File: config.mk
export PLATFORM = sky130hd
export DESIGN_NAME = expand3_bias_relu_flat
export DESIGN_NICKNAME = d
export VERILOG_FILES = /design/src/rtl/expand3_bias_relu_if.sv /design/src/rtl/expand3_bias_relu.sv /design/src/flat_wrapper.sv
export SDC_FILE = /design/constraint.sdc
export NUM_CORES = 1
export LEC_CHECK = 0
export ABC_CLOCK_PERIOD_IN_PS = 8620
export CELL_PAD_IN_SITES_DETAIL_PLACEMENT = 1
export CELL_PAD_IN_SITES_GLOBAL_PLACEMENT = 1
export CORE_AREA = 2 2 418 420
export CTS_BUF_LIST = sky130_fd_sc_hd__clkbuf_16
export CTS_CLUSTER_DIAMETER = 50
export DETAILED_ROUTE_END_ITERATION = 12
export DIE_AREA = 0 0 420 422
export DONT_BUFFER_PORTS = 1
export PLACE_DENSITY_LB_ADDON = 0.1
export SKIP_CTS_REPAIR_TIMING = 1
export SYNTH_ARGS = -nofsm -noshare
export SYNTH_HDL_FRONTEND = slang
export SYNTH_SLANG_ARGS = --single-unit
File: constraint.sdc
create_clock -name clk -period 8.62 [get_ports clk]
set_clock_uncertainty 0.1 [all_clocks]
set_input_delay 2.155 -clock clk [delete_from_list [all_inputs] [get_ports clk]]
set_output_delay 2.155 -clock clk [all_outputs]
set_load 0.02 [all_outputs]
File: src/rtl/expand3_bias_relu_if.sv
// ============================================================================
// expand3_bias_relu_if : accumulator-in / activation-out stream bundle.
// Revision: 1.0
// ============================================================================
`default_nettype none

interface expand3_bias_relu_if #(
  parameter int ACC_W = 32,
  parameter int CH_W  = 6
);
  logic [ACC_W-1:0] acc_data;
  logic             acc_valid;
  logic             acc_ready;
  logic [15:0]      out_data;
  logic [CH_W-1:0]  out_ch;
  logic             out_last;
  logic             out_valid;
  logic             out_ready;

  modport master (
    output acc_data, acc_valid, out_ready,
    input  acc_ready, out_data, out_ch, out_last, out_valid
  );

  modport slave (
    input  acc_data, acc_valid, out_ready,
    output acc_ready, out_data, out_ch, out_last, out_valid
  );
endinterface

`default_nettype wire

File: src/rtl/expand3_bias_relu.sv
// ============================================================================
// expand3_bias_relu : fire3 expand3 post-MAC stage (bias, round, shift,
// saturate, optional ReLU). Optional ReLU: define EXPAND3_BIAS_RELU_EN.
// Revision: 1.0
// ============================================================================
`default_nettype none

module expand3_bias_relu #(
  parameter int ACC_W     = 32,
  parameter int NUM_CH    = 64,
  parameter int CH_W      = 6,
  parameter int OUT_SHIFT = 0
) (
  input  logic                   clk,
  input  logic                   rst_n,
  input  logic [NUM_CH-1:0][15:0] bias_mem,
  input  logic                   ch_clr,
  expand3_bias_relu_if.slave     bus
);

  localparam logic [CH_W-1:0]         c_LAST_CH = CH_W'(NUM_CH - 1);
  localparam logic signed [ACC_W+1:0] c_ONE     = {{(ACC_W+1){1'b0}}, 1'b1};
  localparam logic signed [ACC_W+1:0] c_RND     = (c_ONE << OUT_SHIFT) >>> 1;
  localparam logic signed [ACC_W+1:0] c_MAX     = (ACC_W+2)'(32767);
  localparam logic signed [ACC_W+1:0] c_MIN     = -c_MAX;

  logic                    w_s1_adv;
  logic                    w_s2_adv;
  logic                    w_accept;
  logic [CH_W-1:0]         r_ch_cnt;
  logic [CH_W-1:0]         w_ch;
  logic [15:0]             w_bias_word;
  logic signed [ACC_W:0]   w_bias_mag;
  logic signed [ACC_W:0]   w_bias;
  logic signed [ACC_W:0]   w_sum;

  logic                    r_s1_valid;
  logic signed [ACC_W:0]   r_s1_sum;
  logic [CH_W-1:0]         r_s1_ch;
  logic                    r_s1_last;

  logic signed [ACC_W+1:0] w_rnd;
  logic signed [ACC_W+1:0] w_shr;
  logic signed [ACC_W+1:0] w_abs;
  logic [15:0]             w_act;
  logic                    w_unused;

  logic                    r_s2_valid;
  logic [15:0]             r_out_data;
  logic [CH_W-1:0]         r_out_ch;
  logic                    r_out_last;

  // Each stage moves when its successor can take the beat, so bubbles collapse.
  assign w_s2_adv      = !r_s2_valid || bus.out_ready;
  assign w_s1_adv      = !r_s1_valid || w_s2_adv;
  assign w_accept      = bus.acc_valid && w_s1_adv;
  assign bus.acc_ready = w_s1_adv;

  assign w_ch        = ch_clr ? '0 : r_ch_cnt;
  assign w_bias_word = bias_mem[w_ch];
  assign w_bias_mag  = $signed({{(ACC_W-14){1'b0}}, w_bias_word[14:0]});
  assign w_bias      = w_bias_word[15] ? -w_bias_mag : w_bias_mag;
  assign w_sum       = $signed({bus.acc_data[ACC_W-1], bus.acc_data}) + w_bias;

  always_ff @(posedge clk or negedge rst_n) begin
    if (!rst_n) begin
      r_ch_cnt <= '0;
    end else if (w_accept) begin
      r_ch_cnt <= (w_ch == c_LAST_CH) ? '0 : w_ch + 1'b1;
    end else if (ch_clr) begin
      r_ch_cnt <= '0;
    end
  end

  always_ff @(posedge clk or negedge rst_n) begin
    if (!rst_n) begin
      r_s1_valid <= 1'b0;
      r_s1_sum   <= '0;
      r_s1_ch    <= '0;
      r_s1_last  <= 1'b0;
    end else if (w_s1_adv) begin
      r_s1_valid <= w_accept;
      if (w_accept) begin
        r_s1_sum  <= w_sum;
        r_s1_ch   <= w_ch;
        r_s1_last <= (w_ch == c_LAST_CH);
      end
    end
  end

  // One guard bit above the sum keeps the rounding add from overflowing.
  assign w_rnd    = $signed({r_s1_sum[ACC_W], r_s1_sum}) + c_RND;
  assign w_shr    = w_rnd >>> OUT_SHIFT;
  assign w_abs    = w_shr[ACC_W+1] ? -w_shr : w_shr;
  assign w_unused = ^w_abs[ACC_W+1:15];

  always_comb begin
    w_act = 16'h0000;
    if (w_shr > c_MAX) begin
      w_act = 16'h7FFF;
    end else if (w_shr < c_MIN) begin
      w_act = 16'hFFFF;
    end else if (w_shr[ACC_W+1]) begin
      w_act = {1'b1, w_abs[14:0]};
    end else begin
      w_act = {1'b0, w_shr[14:0]};
    end
`ifdef EXPAND3_BIAS_RELU_EN
    if (w_act[15]) begin
      w_act = 16'h0000;
    end
`else
`endif
  end

  always_ff @(posedge clk or negedge rst_n) begin
    if (!rst_n) begin
      r_s2_valid <= 1'b0;
      r_out_data <= '0;
      r_out_ch   <= '0;
      r_out_last <= 1'b0;
    end else if (w_s2_adv) begin
      r_s2_valid <= r_s1_valid;
      if (r_s1_valid) begin
        r_out_data <= w_act;
        r_out_ch   <= r_s1_ch;
        r_out_last <= r_s1_last;
      end
    end
  end

  assign bus.out_valid = r_s2_valid;
  assign bus.out_data  = r_out_data;
  assign bus.out_ch    = r_out_ch;
  assign bus.out_last  = r_out_last;

endmodule

`default_nettype wire

File: src/flat_wrapper.sv
// flat-port wrapper written by rule: the top's interface ports become plain ports
module expand3_bias_relu_flat 
#(
  parameter int ACC_W     = 32,
  parameter int NUM_CH    = 64,
  parameter int CH_W      = 6,
  parameter int OUT_SHIFT = 0
)
  (clk, rst_n, bias_mem, ch_clr, bus_acc_data, bus_acc_valid, bus_out_ready, bus_acc_ready, bus_out_data, bus_out_ch, bus_out_last, bus_out_valid);
  expand3_bias_relu_if #(.ACC_W(ACC_W), .CH_W(CH_W)) bus_i ();
  input  logic clk;
  input  logic rst_n;
  input  logic [NUM_CH-1:0][15:0] bias_mem;
  input  logic ch_clr;
  input wire logic [$bits(bus_i.acc_data)-1:0] bus_acc_data;
  input wire logic [$bits(bus_i.acc_valid)-1:0] bus_acc_valid;
  input wire logic [$bits(bus_i.out_ready)-1:0] bus_out_ready;
  output wire logic [$bits(bus_i.acc_ready)-1:0] bus_acc_ready;
  output wire logic [$bits(bus_i.out_data)-1:0] bus_out_data;
  output wire logic [$bits(bus_i.out_ch)-1:0] bus_out_ch;
  output wire logic [$bits(bus_i.out_last)-1:0] bus_out_last;
  output wire logic [$bits(bus_i.out_valid)-1:0] bus_out_valid;
  assign bus_i.acc_data = bus_acc_data;
  assign bus_i.acc_valid = bus_acc_valid;
  assign bus_i.out_ready = bus_out_ready;
  assign bus_acc_ready = bus_i.acc_ready;
  assign bus_out_data = bus_i.out_data;
  assign bus_out_ch = bus_i.out_ch;
  assign bus_out_last = bus_i.out_last;
  assign bus_out_valid = bus_i.out_valid;
  expand3_bias_relu #(.ACC_W(ACC_W), .NUM_CH(NUM_CH), .CH_W(CH_W), .OUT_SHIFT(OUT_SHIFT)) u_core (.clk(clk), .rst_n(rst_n), .bias_mem(bias_mem), .ch_clr(ch_clr), .bus(bus_i));
endmodule
* After elaboration in Yosys (flattened, before gate mapping) *
Cells that the tools add are included.

storage, ports and cells
  bits in registers = 71
  input bits = 1061
  output and inout port bits = 25
  word-level logic and storage cells = 33

cells by class
  $add $sub $neg = 4
  magnitude comparators = 3
  equality and inequality tests = 1
  muxes and demuxes = 9
  reduce and logical (&&, ||, !) cells = 7

operator list
  kind                                                  count
  binary-select mux 16 bit (select 6 bit)               1
  2-to-1 mux 16 bit                                     4
  adder 32 x 33 -> 33 bit                               1
  > comparator 33 x 16 -> 1 bit, second input constant  1
  < comparator 33 x 16 -> 1 bit, second input constant  1
  2-to-1 mux 33 bit                                     1
  negator 15 -> 33 bit                                  1
  2-to-1 mux 6 bit                                      3
  negator 15 bit                                        1
  < comparator 6 x 7 -> 1 bit, second input constant    1
  adder 6 x 1 -> 6 bit, second input constant           1
  == test 6 bit, second input constant                  1
  AND reduction 2 bit                                   2
  zero test 1 bit                                       2
  logical OR 1 bit                                      2
  logical AND 1 bit                                     1

* Logic depth before layout (Yosys ltp) *
Gate-level depths: netlist of the first run.

  depth after elaboration = 6
  gate-level depth with buffers = 35
  gate-level depth less buffers = 29

* Worst setup path before layout of the first run *
OpenSTA, ideal clock, no wires.

  kind = input port to flip-flop
  start point = input ch_clr
  end point = register u_core.r_s1_sum[32]
  library setup time = 136 ps
  arrival = 8291 ps
  required time = 8384 ps
  setup slack = 92 ps
  stages = 30
  path buffers = 6
  cell sequence = buf_2 nand2b_1 buf_2 buf_2 buf_2 clkbuf_1 clkbuf_1 mux4_2 a211oi_1 nor3_1 a31oi_1 mux2i_1 inv_1 nand3_1 nand3b_1 o31ai_2 xnor2_1 ha_1 or3_1 or3_1 o21ai_0 a21oi_1 o211ai_1 a21boi_0 a211oi_1 o21ai_1 maj3_1 or3_1 nand4_1 o311ai_1

between the ends
  longest elaborated chain between the ends = 6

RTL lines
  item                                         line                     text
  from (decl)                                  flat_wrapper.sv:14       input logic ch_clr;
  2-to-1 mux 6 bit (*)                         n/a
  binary-select mux 16 bit (select 6 bit) (*)  expand3_bias_relu.sv:60  assign w_bias_word = bias_mem[w_ch];
  2-to-1 mux 16 bit (implied by the code) (*)  expand3_bias_relu.sv:60
  negator 15 -> 33 bit                         expand3_bias_relu.sv:62  assign w_bias = w_bias_word[15] ? -w_bias_mag : w_bias_mag;
  2-to-1 mux 33 bit (*)                        expand3_bias_relu.sv:62
  adder 32 x 33 -> 33 bit (*)                  expand3_bias_relu.sv:63  assign w_sum = $signed({bus.acc_data[ACC_W-1], bus.acc_data}) + w_bias;
  to (signal assigned)                         expand3_bias_relu.sv:84  r_s1_sum <= w_sum;
  to (decl)                                    expand3_bias_relu.sv:38  logic signed [ACC_W:0] r_s1_sum;

Mark *: on every way between the ends. The rest lies on a longest branch, timed or not. The select of a mux whose other input is x is not followed.
A chain may end at the register's enable or synchronous reset.

* Final worst setup path of the first run *
  start point = input ch_clr
  end point = register u_core.r_s1_sum[26]

Same word-level chain as after synthesis.

==> flow_summary_export.csv, run 1 <==
group,metric,value,unit
synth,synth_ff_type,"dfrtp_1",
global_route,antenna_found_initial,92,
critical_path,worstSetupStartpointType,"input port",
synth,async_reset_ff_share,100,%
synth,synthDistinctLibCells,93,
timing,setup_slack,0.488,ns
detailed_routing,vias_per_cell,3.92,
floorplanning,initial_core_util,8.53,%
synth,syn-num-nets,2962,
final_layout,nNetsFinal,2979,
worst_hold_path,hold_path_class,"flip-flop to flip-flop",
floorplanning,die_w,420,um
outcome,status,"finished, final reports clean",
synth,yosysWarningCount,0,
floorplanning,fp.dieH,422,um
timing,fmax,123,MHz
pwr,p_per_area,135,mW/mm^2
place,hpwl,136000,um
place,place.gp.congestion,0.897,
clock_network,cts_num_sinks,71,
critical_path,crit_fanout,121,
timing,drv_slew,0,
critical_path,r2r.worst_path.cells,25,
place,dp_slack,-0.208,ns
critical_path,criticalPathCategory,"input port to flip-flop",
global_route,grt_usage,17.0,%
global_route,grt_pass1_vias,18400,
clock_network,clockRootBuffer,"clkbuf_16",
clock_network,tritoncts,"yes",
critical_path,crit_start,"ch_clr",
detailed_routing,wl_per_cell,37.1,um
final_layout,nFillCells,20600,
synth,synth-edff-count,0,
critical_path,endpoint_kind,"flip-flop",
synth,postSynthCellCount,1864,
synth,ys_seq_area_share,12.1,%
detailed_routing,drtAntennaViolNets,0,
clock_network,insertion_delay,0.37,ns
clock_network,cts_made_buffers,9,
clock_network,clk_pin_slew,0.08,ns
critical_path,crit_end,"u_core.r_s1_sum[26]$_DFFE_PN0P_",
timing,post-route-period-util,94.3,%
global_route,overflow,0,
synth,syn_area_per_cell,7.91,um^2
global_route,grt_max_degree,121,
job,maxCapViolations,0,
critical_path,rr_endpoint,"u_core.r_s1_sum[26]$_DFFE_PN0P_",
detailed_routing,drc,0,
floorplanning,core.rowCount,153,
critical_path,required,8.75,ns
detailed_routing,via_count,16600,
floorplanning,num_io_pins,1086,
synth,ys_ff_latch,71,
timing,min_period,8.13,ns
timing,setup_violations,0,
global_route,grt_pass1_wl,198000,um
final_layout,final_core_util,10.9,%
clock_network,ctsHtreeMaxLevel,3,
timing,worst_pin_slew,1.08,ns
critical_path,critPathArrivalTime,8.26,ns
critical_path,rrSetupSlack,1.03,ns
timing,max-slew-margin-rel,28.0,%
place,io_buffers,0,
final_layout,area_delta_synth_final,27.9,%
synth,synthesis.area,0.0147,mm^2
detailed_routing,first_pass_iters,4,
timing,hold_viol_final,0,
floorplanning,core,0.173,mm^2
detailed_routing,drt_iter0_drc,942,
detailed_routing,wirelength,157000,um
pwr,p_leak,6.16,nW
floorplanning,die-area,0.177,mm^2
timing,rsz0062_at_grt,"false",
clock_network,clockBufferDepth,2,
critical_path,rr_startpoint,"u_core.r_ch_cnt[0]$_DFF_PN0_",
pwr,vdd_drop_max,0.0000971,V
final_layout,layout-drive-gt1-share,22.2,%
pwr,finalPower,0.00254,W
timing,holdWs,0.379,ns
## cell families (layout without fill, tap and decap cells)
| kind of cell | count (synthesis) | in the layout | synth area share (%) |
|---|---|---|---|
| compound gates | 678 | 679 | 30.7 |
| other cells | 0 | 28 | 0 |
| buf+inv | 206 | 227 | 6.70 |
| simple gates | 482 | 482 | 16.9 |
| flops | 71 | 71 | 12.1 |
| xor+xnor | 53 | 53 | 3.15 |
| fa+ha+maj | 41 | 41 | 3.48 |
| mux | 333 | 333 | 27.0 |
## layout by cell type (no fill, tap or decap), drive strengths merged, types with 35 or more instances in the layout
master,n
a211oi,47
a21oi,145
a22oi,36
buf,184
dfrtp,71
ha,36
mux2,112
mux2i,181
mux4,40
nand2,160
nor2,104
o21ai,141
o221ai,35
o22ai,76
## power breakdown
group / switching (W) / internal [W]
Combinational: 0.000926 / 0.000639
Sequential: 0.000163 / 0.000424
Clock: 0.000187 / 0.000204
## layout make-up
cell class	count	area (um^2)	area share, %
well taps	2325	2910	15.4
clock inverters	7	71.3	0.378
flip-flops and latches	71	1790	9.49
multi-input cells	1588	12200	64.5
repair buffers	184	1520	8.06
clock buffers	9	225	1.19
diodes	28	70.1	0.372
inverters	27	104	0.551
## cells in the mapped netlist, drive strengths merged, types with 17 or more instances
master | number | share of area [%]
nand2b | 24 | 1.0
o221ai | 35 | 2.1
xor2 | 23 | 1.4
a21o | 17 | 0.87
nand2 | 160 | 4.1
buf | 104 | 4.1
clkbuf | 75 | 1.9
inv | 25 | 0.64
mux2i | 181 | 12
xnor2 | 30 | 1.8
nor3 | 26 | 0.88
dfrtp | 71 | 12
a211oi | 47 | 2.4
nand3 | 22 | 0.78
a221oi | 24 | 1.4
nor2 | 104 | 2.6
nor3b | 21 | 1.2
a21oi | 145 | 4.9
ha | 36 | 3.1
a22oi | 36 | 1.8
mux4 | 40 | 6.1
mux2 | 112 | 8.6
nand3b | 17 | 0.87
nor2b | 21 | 0.89
o22ai | 76 | 3.2
o21ai | 141 | 4.8
## through the flow
stage               TNS [ns]  instance area [um^2]  cells
finish                     0                 18900   4239
detailed placement    -0.537                 18400   4190
CTS                        0                 18700   4206
global route               0                 18800   4229
floorplan                  0                 14700   1864
global placement       -1.14                 18400   4190
## worst min path at each step
stage	startpoint	to	slack [ns]	cells past startpoint
4_1_cts	u_core.r_s1_valid$_DFFE_PN0N_	u_core.bus.out_valid$_DFFE_PN0P_	0.39	1
5_1_grt	u_core.r_s1_valid$_DFFE_PN0N_	u_core.bus.out_valid$_DFFE_PN0P_	0.41	1
3_3_place_gp	u_core.r_s1_valid$_DFFE_PN0N_	u_core.bus.out_valid$_DFFE_PN0P_	0.37	1
2_1_floorplan	u_core.r_s1_ch[0]$_DFFE_PN0P_	u_core.r_s1_ch[0]$_DFFE_PN0P_	0.34	2
6_report	u_core.r_s1_valid$_DFFE_PN0N_	u_core.bus.out_valid$_DFFE_PN0P_	0.38	1
3_5_place_dp	u_core.r_s1_valid$_DFFE_PN0N_	u_core.bus.out_valid$_DFFE_PN0P_	0.37	1
## layer usage
layer	up-vias	global-route usage [%]	share of wire (%)
met5	-	0	0.10
met4	26	2.80	1.8
met3	131	2.34	4.2
met2	690	31.6	52
met1	8445	20.7	41
li1	7331	-	-
## sequential cells by signal (all words and copies together) (netlist names)
| name | flops |
|---|---|
| u_core.r_ch_cnt | 6 |
| u_core.r_s1_valid | 1 |
| u_core.r_s1_sum | 33 |
| u_core.bus.out_last | 1 |
| u_core.r_s1_last | 1 |
| u_core.bus.out_data | 16 |
| u_core.bus.out_valid | 1 |
| u_core.bus.out_ch | 6 |
| u_core.r_s1_ch | 6 |
## critical path, cell delays in order
cell      delay [ns]
nand2b_4        0.34
buf_4           0.28
a211oi_1        0.29
a311oi_1        0.09
a211oi_1        0.38
o21ai_0         0.22
a31oi_1         0.22
buf_4           0.17
nand3_1         0.14
o31ai_2         0.41
xor2_1          0.48
ha_1            0.39
o21a_1          0.21
o31a_1          0.13
o21ai_0         0.24
a21oi_1         0.11
o211ai_1        0.27
a21boi_0        0.17
a211oi_1        0.25
o21ai_1         0.20
maj3_1          0.46
a21oi_1         0.23
xor2_1          0.19
o21ai_0         0.09
Note: power is estimated with default switching activity, not from simulation.
==> run 2: changes to the inputs <==
--- a/config.mk
+++ b/config.mk
@@ -19,3 +19,4 @@
 export SYNTH_ARGS = -nofsm -noshare
 export SYNTH_HDL_FRONTEND = slang
 export SYNTH_SLANG_ARGS = --single-unit
+export TNS_END_PERCENT = 100
==> results of run 2 <==
No change in the layout: final DEF, timing and power equal those of run 1.
